### config.mk
export PLATFORM = sky130hd
export DESIGN_NAME = uart_rx_flat
export DESIGN_NICKNAME = d
export VERILOG_FILES = /design/src/rtl/uart_pkg.sv /design/src/rtl/uart_rx_if.sv /design/src/rtl/uart_sync2.sv /design/src/rtl/uart_rx.sv /design/src/flat_wrapper.sv
export SDC_FILE = /design/constraint.sdc
export NUM_CORES = 1
export LEC_CHECK = 0
export ABC_CLOCK_PERIOD_IN_PS = 2500
export CAP_MARGIN = 0
export CELL_PAD_IN_SITES_DETAIL_PLACEMENT = 1
export CELL_PAD_IN_SITES_GLOBAL_PLACEMENT = 2
export CORE_MARGIN = 5
export CORE_UTILIZATION = 38
export CTS_BUF_LIST = sky130_fd_sc_hd__clkbuf_16
export DETAILED_ROUTE_END_ITERATION = 12
export GPL_TIMING_DRIVEN = 0
export HOLD_SLACK_MARGIN = 0.02
export PLACE_DENSITY_LB_ADDON = 0.1
export REMOVE_ABC_BUFFERS = 1
export SETUP_SLACK_MARGIN = 0.4
export SYNTH_ARGS = -nofsm -noshare
export SYNTH_HDL_FRONTEND = slang
export SYNTH_HIERARCHICAL = 1
export SYNTH_SLANG_ARGS = --single-unit
### constraint.sdc
create_clock -name clk -period 2.5 [get_ports clk]
set_clock_uncertainty 0.2 [all_clocks]
set_input_delay 0.5 -clock clk [delete_from_list [all_inputs] [get_ports clk]]
set_output_delay 0.5 -clock clk [all_outputs]
set_load 0.02 [all_outputs]
### src/rtl/uart_pkg.sv
// Shared UART definitions: frame width and receiver/transmitter state encoding.
package uart_pkg;

    localparam int unsigned UART_DATA_BITS = 8;

    typedef enum logic [2:0] {
        IDLE      = 3'd0,
        START     = 3'd1,
        DATA      = 3'd2,
        STOP      = 3'd3,
        WAIT_HIGH = 3'd4
    } uart_state_e;

endpackage

### src/rtl/uart_rx_if.sv
// Serial line plus received-byte bus between the UART receiver and its consumer.
interface uart_rx_if;
    import uart_pkg::*;

    logic                      rx;
    logic [UART_DATA_BITS-1:0] data;
    logic                      data_valid;
    logic                      frame_err;
    logic                      busy;

    modport master (
        input  rx,
        output data,
        output data_valid,
        output frame_err,
        output busy
    );

    modport slave (
        output rx,
        input  data,
        input  data_valid,
        input  frame_err,
        input  busy
    );
endinterface

### src/rtl/uart_sync2.sv
// Generic two-flop synchronizer; resets to all ones so an idle-high line stays idle.
module uart_sync2 #(
    parameter int unsigned WIDTH = 1
) (
    input  logic             clk,
    input  logic             reset,
    input  logic [WIDTH-1:0] d,
    output logic [WIDTH-1:0] q
);

    logic [WIDTH-1:0] meta;

    always_ff @(posedge clk or negedge reset) begin
        if (!reset) begin
            meta <= '1;
            q    <= '1;
        end else begin
            meta <= d;
            q    <= meta;
        end
    end

endmodule

### src/rtl/uart_rx.sv
// UART 8N1 receiver: synchronizes rx, validates the start bit, samples mid-bit,
// and reports each frame with a one-cycle data_valid or frame_err pulse.
module uart_rx
    import uart_pkg::*;
#(
    parameter int unsigned CLKS_PER_BIT = 16
) (
    input  logic     clk,
    input  logic     reset,
    uart_rx_if.master bus
);

    localparam int unsigned HALF_BIT = CLKS_PER_BIT / 2;
    localparam int unsigned CNT_W    = $clog2(CLKS_PER_BIT);
    localparam int unsigned IDX_W    = 3;

    generate
        if (CLKS_PER_BIT < 4) begin : g_bad_param
            $error("uart_rx: CLKS_PER_BIT must be at least 4");
        end
    endgenerate

    logic                      rx_s;
    uart_state_e               state;
    logic [CNT_W-1:0]          cnt;
    logic [IDX_W-1:0]          bit_idx;
    logic [UART_DATA_BITS-1:0] shreg;
    logic [UART_DATA_BITS-1:0] data_q;
    logic                      data_valid_q;
    logic                      frame_err_q;
    logic                      busy_q;
    logic                      half_hit;
    logic                      bit_hit;

    uart_sync2 #(.WIDTH(1)) u_sync (
        .clk   (clk),
        .reset (reset),
        .d     (bus.rx),
        .q     (rx_s)
    );

    assign half_hit = (cnt == CNT_W'(HALF_BIT - 1));
    assign bit_hit  = (cnt == CNT_W'(CLKS_PER_BIT - 1));

    // Frame FSM; the counter restarts at every sample point so samples stay mid-bit.
    always_ff @(posedge clk or negedge reset) begin
        if (!reset) begin
            state        <= IDLE;
            cnt          <= '0;
            bit_idx      <= '0;
            shreg        <= '0;
            data_q       <= '0;
            data_valid_q <= 1'b0;
            frame_err_q  <= 1'b0;
            busy_q       <= 1'b0;
        end else begin
            data_valid_q <= 1'b0;
            frame_err_q  <= 1'b0;
            case (state)
                IDLE: begin
                    if (!rx_s) begin
                        state  <= START;
                        cnt    <= '0;
                        busy_q <= 1'b1;
                    end
                end
                START: begin
                    if (half_hit) begin
                        cnt <= '0;
                        if (!rx_s) begin
                            state   <= DATA;
                            bit_idx <= '0;
                        end else begin
                            state  <= IDLE;
                            busy_q <= 1'b0;
                        end
                    end else begin
                        cnt <= cnt + CNT_W'(1);
                    end
                end
                DATA: begin
                    if (bit_hit) begin
                        cnt   <= '0;
                        shreg <= {rx_s, shreg[UART_DATA_BITS-1:1]};
                        if (bit_idx == IDX_W'(UART_DATA_BITS - 1)) begin
                            state <= STOP;
                        end else begin
                            bit_idx <= bit_idx + IDX_W'(1);
                        end
                    end else begin
                        cnt <= cnt + CNT_W'(1);
                    end
                end
                STOP: begin
                    if (bit_hit) begin
                        cnt <= '0;
                        if (rx_s) begin
                            data_q       <= shreg;
                            data_valid_q <= 1'b1;
                            state        <= IDLE;
                            busy_q       <= 1'b0;
                        end else begin
                            frame_err_q <= 1'b1;
                            state       <= WAIT_HIGH;
                        end
                    end else begin
                        cnt <= cnt + CNT_W'(1);
                    end
                end
                WAIT_HIGH: begin
                    // A held-low break must release before a new start edge counts.
                    if (rx_s) begin
                        state  <= IDLE;
                        busy_q <= 1'b0;
                    end
                end
                default: begin
                    state  <= IDLE;
                    busy_q <= 1'b0;
                end
            endcase
        end
    end

    assign bus.data       = data_q;
    assign bus.data_valid = data_valid_q;
    assign bus.frame_err  = frame_err_q;
    assign bus.busy       = busy_q;

endmodule

### src/flat_wrapper.sv
// flat-port wrapper written by rule: the top's interface ports become plain ports
module uart_rx_flat import uart_pkg::*;
#(
    parameter int unsigned CLKS_PER_BIT = 16
)
  (clk, reset, bus_rx, bus_data, bus_data_valid, bus_frame_err, bus_busy);
  uart_rx_if bus_i ();
  input  logic clk;
  input  logic reset;
  input wire logic [$bits(bus_i.rx)-1:0] bus_rx;
  output wire logic [$bits(bus_i.data)-1:0] bus_data;
  output wire logic [$bits(bus_i.data_valid)-1:0] bus_data_valid;
  output wire logic [$bits(bus_i.frame_err)-1:0] bus_frame_err;
  output wire logic [$bits(bus_i.busy)-1:0] bus_busy;
  assign bus_i.rx = bus_rx;
  assign bus_data = bus_i.data;
  assign bus_data_valid = bus_i.data_valid;
  assign bus_frame_err = bus_i.frame_err;
  assign bus_busy = bus_i.busy;
  uart_rx #(.CLKS_PER_BIT(CLKS_PER_BIT)) u_core (.clk(clk), .reset(reset), .bus(bus_i));
endmodule
==> flow_summary_export.csv, run 1 <==
group,metric,value,unit
sta,worst_slew_pin_slew,0.6810,ns
logic_synthesis,syn-instance-count,114,
flow_run,drv_cap,0,
floorplan,core_area,3689,µm²
final_layout,area_growth,20.79,%
detailed_routing,ant_nets,0,
sta,final-setup-viol-count,0,
cts,post_cts_buffers,0,
sta,period_minus_slack,1.946,ns
detailed_routing,drt-initial-drc-count,24,
final_layout,final-instance-count-excl-fill,179,
floorplan,num_io_pins,14,
grt,grt_overflow,0,
detailed_routing,routed-via-count,863,
power,seq_power_share,0.395,
final_layout,final_cell_mix,"dfrtp_1 (29), clkdlybuf4s50_1 (12), mux2_4 (8), inv_1 (8), mux2_2 (8)",
power,netSwitchingFraction,0.2908,
critical_path,reg2regPathDepth,4,
final_layout,layout.nets,136,
placement,placed_cells,171,
cts,cts_tree,"yes",
critical_path,cpMaxStageDelayCell,"clkdlybuf4s50_1",
critical_path,critical_path_arrival,1.25,ns
cts,cts-root-buf,"clkbuf_16",
sta,period_share,0.7786,
detailed_routing,drcViolationCount,0,
critical_path,reg2reg_from,"u_core/state[0]",
power,comb_power_share,0.208,
detailed_routing,first_pass_iters,3,
critical_path,r2r_end,"u_core/bit_idx[0]",
logic_synthesis,ys_types,35,
logic_synthesis,ys_seq_area_frac,0.5367,
grt,grt_pass1_wl,4740,µm
cts,cts_made_buffers,5,
cts,h-tree-depth,2,
detailed_routing,wl_per_cell,14.83,µm
floorplan,dieArea,5152,µm²
placement,globalplace.congestion,0.7424,
logic_synthesis,ys_ff_latch,31,
status,status,"completed",
sta,rsz0062_at_grt,"false",
cts,clockBufferDepth,2,
critical_path,criticalPathCategory,"register to output pin",
power,cellPowerDensity,957.7,nW/µm²
final_layout,final_common_cell,"dfrtp_1",
grt,grt_max_degree,32,
sta,hold_ws,0.06685,ns
floorplan,die_h,71.78,µm
critical_path,ff2ff_setup_slack,0.58,ns
power,p_switching,0.0004878,W
final_layout,stdcell_area,1752,µm²
critical_path,cpPeakStageDelay,0.62,ns
final_layout,drive_above_1_share,0.2672,
sta,tns,0,ns
sta,timing.max_slew.rel_slack,0.5460,
placement,port_buffers,13,
final_layout,diodes,0,
final_layout,fillers,400,
logic_synthesis,synth_area_leaders,"dfrtp_1 (50%), mux2_4 (8.3%), mux2_2 (6.2%), dfstp_2 (3.6%), ha_1 (2.6%)",
cts,hold_buffers,0,
critical_path,worst-path-buf-inv,1,
power,power.internal,0.001190,W
detailed_routing,routed_via_density,4.821,
critical_path,crit_path_end_kind,"output pin",
floorplan,die_w,71.78,µm
logic_synthesis,avgSynthCellArea,12.72,µm²
logic_synthesis,synth_area_leader_cell,"dfrtp_1",
critical_path,worst-path-max-fanout,2,
power,finalPower,0.001678,W
floorplan,start_util,0.3931,
critical_path,crit_chain,"clkdlybuf4s50_1",
cts,clk_latency,0.27,ns
grt,grt_use_total,0.1234,
logic_synthesis,netlist.area_leader.share,0.5004,
cts,path_clk_slew,0.05,ns
sta,finalHoldViolations,0,
cts,ctsResizeCount,0,
placement,placed_area,1588,µm²
critical_path,path_delay_family,"buffers and inverters",
power,clkPwrFrac,0.397,
sta,drv_slew,0,
critical_path,critPathLaunchType,"register",
logic_synthesis,yosys_warnings,6,
power,ir_drop,504.4,µV
grt,antenna_found_initial,0,
sta,fmax,513.8,MHz
logic_synthesis,syn_area,1450,µm²
critical_path,critPathRequiredTime,1.80,ns
grt,grt_pass1_vias,941,
detailed_routing,wirelength,2654,µm
power,p_leak,0.8155,nW
hold_path,hp-class,"input pin to async pin",
placement,dp_hpwl,1837,µm
floorplan,rows,22,
cts,cts_num_sinks,31,
[cells by family after synthesis]
| kind of cell | Yosys count | share of synthesized area |
|---|---|---|
| adders and majority gates | 4 | 0.03279 |
| DFF | 31 | 0.5367 |
| xor gates and xnor gates | 3 | 0.01812 |
| AOI/OAI and AO/OA | 17 | 0.07161 |
| buffers and inverters | 12 | 0.05349 |
| muxes | 20 | 0.1734 |
| and+or+nand+nor | 27 | 0.1139 |
[synthesized netlist by cell type (all sizes together)]
library cell and instances:
maj3 1, o21ai 7, buf 4, mux2 17
mux2i 3, a21oi 5, o22ai 2, or2 1
a21o 1, nand3 2, nor3 5, inv 8
and4 1, and3 2, nand2b 1, xnor2 1
dfstp 2, nor3b 1, xor2 2, o21ba 1
dfrtp 29, ha 3, a211o 1, nor2 7
nand2 7
[flip-flops by register name, indices dropped and copies added (netlist names)]
name	cells
u_core/bus.busy	1
u_core/u_sync/q	1
u_core/cnt	4
u_core/bit_idx	3
u_core/bus.data	8
u_core/state	3
u_core/bus.data_valid	1
u_core/shreg	8
u_core/bus.frame_err	1
u_core/u_sync/meta	1
[per-stage QoR]
step | setup slack, ns | utilization
5_1_grt | 0.4521 | 0.4749
3_3_place_gp | 0.1212 | 0.4318
2_1_floorplan | 0.7467 | -
3_5_place_dp | 0.5747 | 0.4305
6_report | 0.5536 | 0.4749
4_1_cts | 0.5308 | 0.4749
[power groups by stage]
stage	logic (W)	registers [W]	clock network (W)
after floorplan	0.000284	0.000646	0
after global placement	0.000342	0.000666	0
after detailed placement	0.000356	0.000671	0
after CTS	0.000359	0.000663	0.000692
after global routing	0.000408	0.000676	0.000720
final	0.000349	0.000662	0.000666
[cell type report]
class,instances,area [µm²],share of cell area
inverters,8,30.03,0.01714
flip-flops and latches,31,778.2,0.4443
well taps,48,60.06,0.03429
clock inverters,3,38.79,0.02214
repair buffers,13,125.1,0.07143
multi-input cells,71,594.3,0.3393
clock buffers,5,125.1,0.07143
[worst max path at each step]
| stage | start | depth (start not counted) | slack (ns) | end |
|---|---|---|---|---|
| final | u_core/bus.data[5] | 1 | 0.55 | bus_data[5] |
| after global routing | u_core/state[0] | 4 | 0.45 | u_core/bit_idx[0] |
| after global placement | reset | 1 | 0.12 | u_core/bus.data[6] |
| after detailed placement | u_core/state[0] | 4 | 0.57 | u_core/bit_idx[0] |
| after CTS | u_core/bus.data[5] | 1 | 0.53 | bus_data[5] |
| after floorplan | u_core/cnt[0] | 5 | 0.75 | u_core/bus.data[0] |
[per-layer routing]
metal	wire length (µm)	up-vias	track usage
met2	1211	14	0.1796
met5	0	-	0
li1	-	424	-
met1	1258	418	0.1561
met3	112	7	0.04348
met4	71	0	0.07516
Note: power is estimated with default switching activity, not from simulation.
==> run 2, diff against run 1 <==
--- a/config.mk
+++ b/config.mk
@@ -5,7 +5,7 @@
 export SDC_FILE = /design/constraint.sdc
 export NUM_CORES = 1
 export LEC_CHECK = 0
-export ABC_CLOCK_PERIOD_IN_PS = 2500
+export ABC_CLOCK_PERIOD_IN_PS = 2000
 export CAP_MARGIN = 0
 export CELL_PAD_IN_SITES_DETAIL_PLACEMENT = 1
 export CELL_PAD_IN_SITES_GLOBAL_PLACEMENT = 2
==> constraint.sdc (replaced) <==
create_clock -name clk -period 2 [get_ports clk]
set_clock_uncertainty 0.2 [all_clocks]
set_input_delay 0.4 -clock clk [delete_from_list [all_inputs] [get_ports clk]]
set_output_delay 0.4 -clock clk [all_outputs]
set_load 0.02 [all_outputs]
==> run 2 against run 1 <==
Net effect: first-iteration DRC count is 8.3% higher; largest power group unchanged; sequential cell count unchanged; sequential power increased by 25%; non-clock buffer count grew 16.
==> flow_summary_export.csv, run 2 (synthesis gave the netlist of run 1 again) <==
group,metric,value,unit
critical_path,reg2regPathDepth,4,
grt,grt_overflow,0,
sta,finalHoldViolations,0,
critical_path,crit_chain,"nand3_4 -> nor2_4 -> and4_4 -> mux2_4",
floorplan,num_io_pins,14,
final_layout,final-instance-count-excl-fill,196,
hold_path,worstHoldStart,"u_core/u_sync/meta",
cts,cts_made_buffers,5,
grt,grt_max_degree,32,
grt,grt_pass1_wl,5175,µm
sta,worst_slew_pin_slew,0.4270,ns
detailed_routing,wl_per_cell,15.45,µm
floorplan,start_util,0.3931,
final_layout,drive_above_1_share,0.4257,
critical_path,cpPeakStageDelay,0.53,ns
detailed_routing,first_pass_iters,3,
status,status,"completed",
floorplan,die_w,71.78,µm
floorplan,die_h,71.78,µm
sta,layout_setup_ws,0.2497,ns
cts,cts-root-buf,"clkbuf_16",
cts,path_clk_slew,0.05,ns
final_layout,diodes,0,
critical_path,criticalPathCategory,"register to register",
critical_path,worst-path-buf-inv,0,
detailed_routing,ant_nets,0,
cts,h-tree-depth,2,
cts,clk_latency,0.27,ns
hold_path,min_to,"u_core/u_sync/q",
power,ir_drop,717.3,µV
flow_run,drv_cap,0,
final_layout,final_common_cell,"dfrtp_1",
final_layout,final_cell_mix,"dfrtp_1 (26), mux2_4 (16), buf_4 (13)",
sta,timing.max_slew.rel_slack,0.7153,
placement,dp_hpwl,1837,µm
power,cellPowerDensity,1197,nW/µm²
critical_path,path_delay_family,"simple AND/OR/NAND/NOR gates",
sta,period_minus_slack,1.750,ns
hold_path,hp-class,"register to register",
grt,grt_pass1_vias,1006,
sta,period_share,0.8752,
floorplan,rows,22,
grt,antenna_found_initial,0,
critical_path,r2r_end,"u_core/bus.data[7]",
critical_path,worst-path-max-fanout,5,
cts,cts_tree,"yes",
sta,drv_slew,0,
floorplan,dieArea,5152,µm²
detailed_routing,drcViolationCount,0,
sta,final-setup-viol-count,0,
placement,placed_cells,171,
power,finalPower,0.002390,W
grt,grt_use_total,0.1346,
hold_path,min_path_cells,0,
critical_path,crit_path_end_kind,"register",
detailed_routing,wirelength,3028,µm
cts,clockBufferDepth,2,
placement,pre_cts_ws,0.07475,ns
floorplan,core_area,3689,µm²
critical_path,critPathLaunchType,"register",
final_layout,area_growth,37.71,%
placement,globalplace.congestion,0.7424,
cts,cts_num_sinks,31,
sta,rsz0062_at_grt,"true",
critical_path,cpMaxStageDelayCell,"dfrtp_1",
critical_path,critical_path_arrival,1.71,ns
detailed_routing,routed_via_density,4.755,
detailed_routing,routed-via-count,932,
final_layout,layout.nets,153,
critical_path,critPathRequiredTime,1.96,ns
placement,port_buffers,13,
critical_path,reg2reg_from,"u_core/cnt[3]",
power,p_leak,0.9481,nW
detailed_routing,drt-initial-drc-count,26,
critical_path,ff2ff_setup_slack,0.25,ns
sta,fmax,571.3,MHz
-- run 2: repair_timing --
action                     in CTS  in global routing
buffers inserted                7                  8
cloned                          1                  0
setup endpoints to repair      33                 26
hold endpoints to repair       29                  0
hold buffers                    1                  0
resized for setup              31                 12
pin swaps                       3                  5
-- run 2: metal layers --
layer	part of all wire	wire length [µm]	GRT usage
met1	0.46	1389	0.1632
met2	0.48	1449	0.2112
met3	0.039	118	0.04208
met4	0.023	71	0.07516
met5	0	0	0
-- run 2: worst register-to-register path: cells and delay by family, from the launching register on --
| kind | cells | cell delay (ns) |
|---|---|---|
| mux | 1 | 0.31 |
| flops | 1 | 0.53 |
| simple gates | 3 | 0.59 |
-- run 2: final cells by class --
class                   instances  area [µm²]
multi-input cells              72       703.2
fillers                       386        1692
flip-flops and latches         31       782.0
clock buffers                   5       125.1
clock inverters                 3       38.79
well taps                      48       60.06
inverters                       8       30.03
repair buffers                 29       257.7
-- run 2: report_power, final --
part / switching, W / internal [W] / total, W
Combinational: 0.000336 / 0.000390 / 0.000726
Clock: 0.000257 / 0.000579 / 0.000837
Sequential: 0.000112 / 0.000716 / 0.000828
-- run 2: how the worst max path moves through the flow --
stage / startpoint / endpoint / depth (start not counted)
6_report: u_core/cnt[3] / u_core/bus.data[7] / 4
5_1_grt: u_core/cnt[3] / u_core/bus.data[4] / 4
4_1_cts: u_core/u_sync/q / u_core/bit_idx[0] / 4
3_5_place_dp: u_core/state[0] / u_core/bit_idx[0] / 4
3_3_place_gp: reset / u_core/bus.data[6] / 1
2_1_floorplan: u_core/cnt[0] / u_core/bus.data[0] / 5
-- run 2: stage by stage --
step / hold WS [ns] / utilization / setup TNS, ns / instance area (µm²)
floorplan: -0.09559 / - / 0 / 1403
global placement: 0.1456 / 0.4318 / -8.049 / 1593
detailed placement: 0.1510 / 0.4305 / 0 / 1588
CTS: 0.1589 / 0.5129 / 0 / 1892
global route: 0.1590 / 0.5414 / 0 / 1997
finish: 0.1566 / 0.5414 / 0 / 1997
==> run 3, diff against run 2 <==
--- a/config.mk
+++ b/config.mk
@@ -5,7 +5,7 @@
 export SDC_FILE = /design/constraint.sdc
 export NUM_CORES = 1
 export LEC_CHECK = 0
-export ABC_CLOCK_PERIOD_IN_PS = 2000
+export ABC_CLOCK_PERIOD_IN_PS = 1900
 export CAP_MARGIN = 0
 export CELL_PAD_IN_SITES_DETAIL_PLACEMENT = 1
 export CELL_PAD_IN_SITES_GLOBAL_PLACEMENT = 2
==> constraint.sdc (replaced) <==
create_clock -name clk -period 1.9 [get_ports clk]
set_clock_uncertainty 0.2 [all_clocks]
set_input_delay 0.38 -clock clk [delete_from_list [all_inputs] [get_ports clk]]
set_output_delay 0.38 -clock clk [all_outputs]
set_load 0.02 [all_outputs]
==> run 3 against run 2 <==
Net effect: routed wire length up 5.1%; fmax up 0.19%; largest power group unchanged; design area about the same; global-route usage up 0.76 points; first-iteration DRC count up 23%; critical path type unchanged; sequential share of layout area about the same; critical path depth up 1; largest cell class unchanged; hold slack about the same; sequential power up 5.3%; combinational power up 15%.
==> flow_summary_export.csv, run 3 (synthesis gave the netlist of run 1 again) <==
group,metric,value,unit
status,status,"completed",
critical_path,reg2regPathDepth,5,
detailed_routing,drcViolationCount,0,
cts,cts_tree,"yes",
final_layout,diodes,0,
final_layout,stdcell_area,1996,µm²
floorplan,num_io_pins,14,
grt,grt_pass1_vias,1097,
final_layout,layout.nets,156,
critical_path,criticalPathCategory,"register to register",
cts,clk_latency,0.27,ns
sta,worst_slew_pin_slew,0.4287,ns
detailed_routing,routed_via_density,4.884,
grt,grt_use_total,0.1422,
placement,port_buffers,13,
sta,hold_ws,0.1569,ns
detailed_routing,ant_nets,0,
sta,period_minus_slack,1.747,ns
cts,cts-root-buf,"clkbuf_16",
hold_path,min_path_cells,0,
critical_path,worst-path-max-fanout,5,
placement,placed_cells,171,
power,p_leak,0.9500,nW
cts,clockBufferDepth,2,
final_layout,multiInputGateArea,709.4,µm²
final_layout,final_cell_mix,"dfrtp_1 (26), mux2_4 (16), buf_4 (14)",
power,cellPowerDensity,1300,nW/µm²
placement,placed_area,1588,µm²
final_layout,area_growth,37.62,%
floorplan,core_area,3689,µm²
flow_run,drv_cap,0,
detailed_routing,first_pass_iters,4,
detailed_routing,wl_per_cell,15.98,µm
final_layout,fillers,390,
sta,fmax,572.4,MHz
critical_path,critical_path_arrival,1.71,ns
final_layout,final_common_cell,"dfrtp_1",
critical_path,critPathRequiredTime,1.86,ns
critical_path,critPathLaunchType,"register",
detailed_routing,wirelength,3181,µm
sta,period_share,0.9195,
cts,path_clk_slew,0.05,ns
floorplan,die_w,71.78,µm
grt,grt_pass1_wl,5492,µm
final_layout,drive_above_1_share,0.5232,
cts,cts_num_sinks,31,
sta,drv_slew,0,
power,finalPower,0.002594,W
placement,dp_hpwl,1837,µm
placement,globalplace.congestion,0.7424,
detailed_routing,routed-via-count,972,
sta,rsz0062_at_grt,"true",
floorplan,dieArea,5152,µm²
final_layout,final-instance-count-excl-fill,199,
grt,grt_overflow,0,
grt,grt_max_degree,32,
final_layout,postLayoutCoreUtil,0.5410,
sta,timing.max_slew.rel_slack,0.7142,
grt,antenna_found_initial,0,
floorplan,rows,22,
cts,h-tree-depth,2,
sta,finalHoldViolations,0,
sta,final-setup-viol-count,0,
power,ir_drop,723.8,µV
critical_path,crit_path_end_kind,"register",
cts,cts_made_buffers,5,
hold_path,hp-class,"register to register",
floorplan,die_h,71.78,µm
floorplan,start_util,0.3931,
detailed_routing,drt-initial-drc-count,32,
final_layout,ff_latch_area,782.0,µm²
run 3: power breakdown:
| part | total [W] | switching, W | internal [W] | leakage, nW |
|---|---|---|---|---|
| Combinational | 0.000838 | 0.000386 | 0.000452 | 0.464 |
| Clock | 0.000884 | 0.000274 | 0.000610 | 0.0812 |
| Sequential | 0.000872 | 0.000119 | 0.000753 | 0.405 |
run 3: worst max-delay path, stage by stage (launching register included):
cell and delay (ns):
dfrtp_1 0.39, ha_4 0.18, nand3_4 0.11, nor2_4 0.13
and4_4 0.31, mux2_4 0.31
run 3: path summary, 6_finish.rpt:
kind | startpoint | end | slack (ns)
worst min register to register | u_core/u_sync/meta | u_core/u_sync/q | 0.16
worst max-delay path | u_core/cnt[1] | u_core/bus.data[4] | 0.15
max in group asynchronous | reset | u_core/u_sync/meta | 0.75
worst min-delay path | u_core/u_sync/meta | u_core/u_sync/q | 0.16
min in group asynchronous | reset | u_core/cnt[1] | 0.40
worst max register to register | u_core/cnt[1] | u_core/bus.data[4] | 0.15
run 3: layer usage:
metal / global-route usage / up-vias / wire (µm)
met4: 0.08142 / 0 / 84
met1: 0.1623 / 480 / 1386
li1: - / 465 / -
met2: 0.2316 / 18 / 1570
met5: 0 / - / 0
met3: 0.04769 / 9 / 140
run 3: final cells by class:
type / instances / area share
Timing Repair Buffer: 32 / 0.1254
Multi-Input combinational cell: 72 / 0.3555
Tap cell: 48 / 0.03009
Inverter: 8 / 0.01505
Clock buffer: 5 / 0.06270
Sequential cell: 31 / 0.3919
Clock inverter: 3 / 0.01944
run 3: per-stage QoR:
| stage | setup TNS, ns | setup WS, ns |
|---|---|---|
| floorplan | 0 | 0.1467 |
| global placement | -10.53 | -0.3588 |
| detailed placement | -0.09510 | -0.02525 |
| CTS | 0 | 0.1389 |
| global route | 0 | 0.06869 |
| finish | 0 | 0.1529 |
run 3: timing repair:
action | 4_1_cts | 5_1_grt
hold buffers | 1 | 0
pin swaps | 11 | 4
resized for setup | 64 | 12
hold endpoints to repair | 29 | 0
endpoints found under the setup margin | 38 | 60
setup buffers | 17 | 1
cloned | 1 | 0
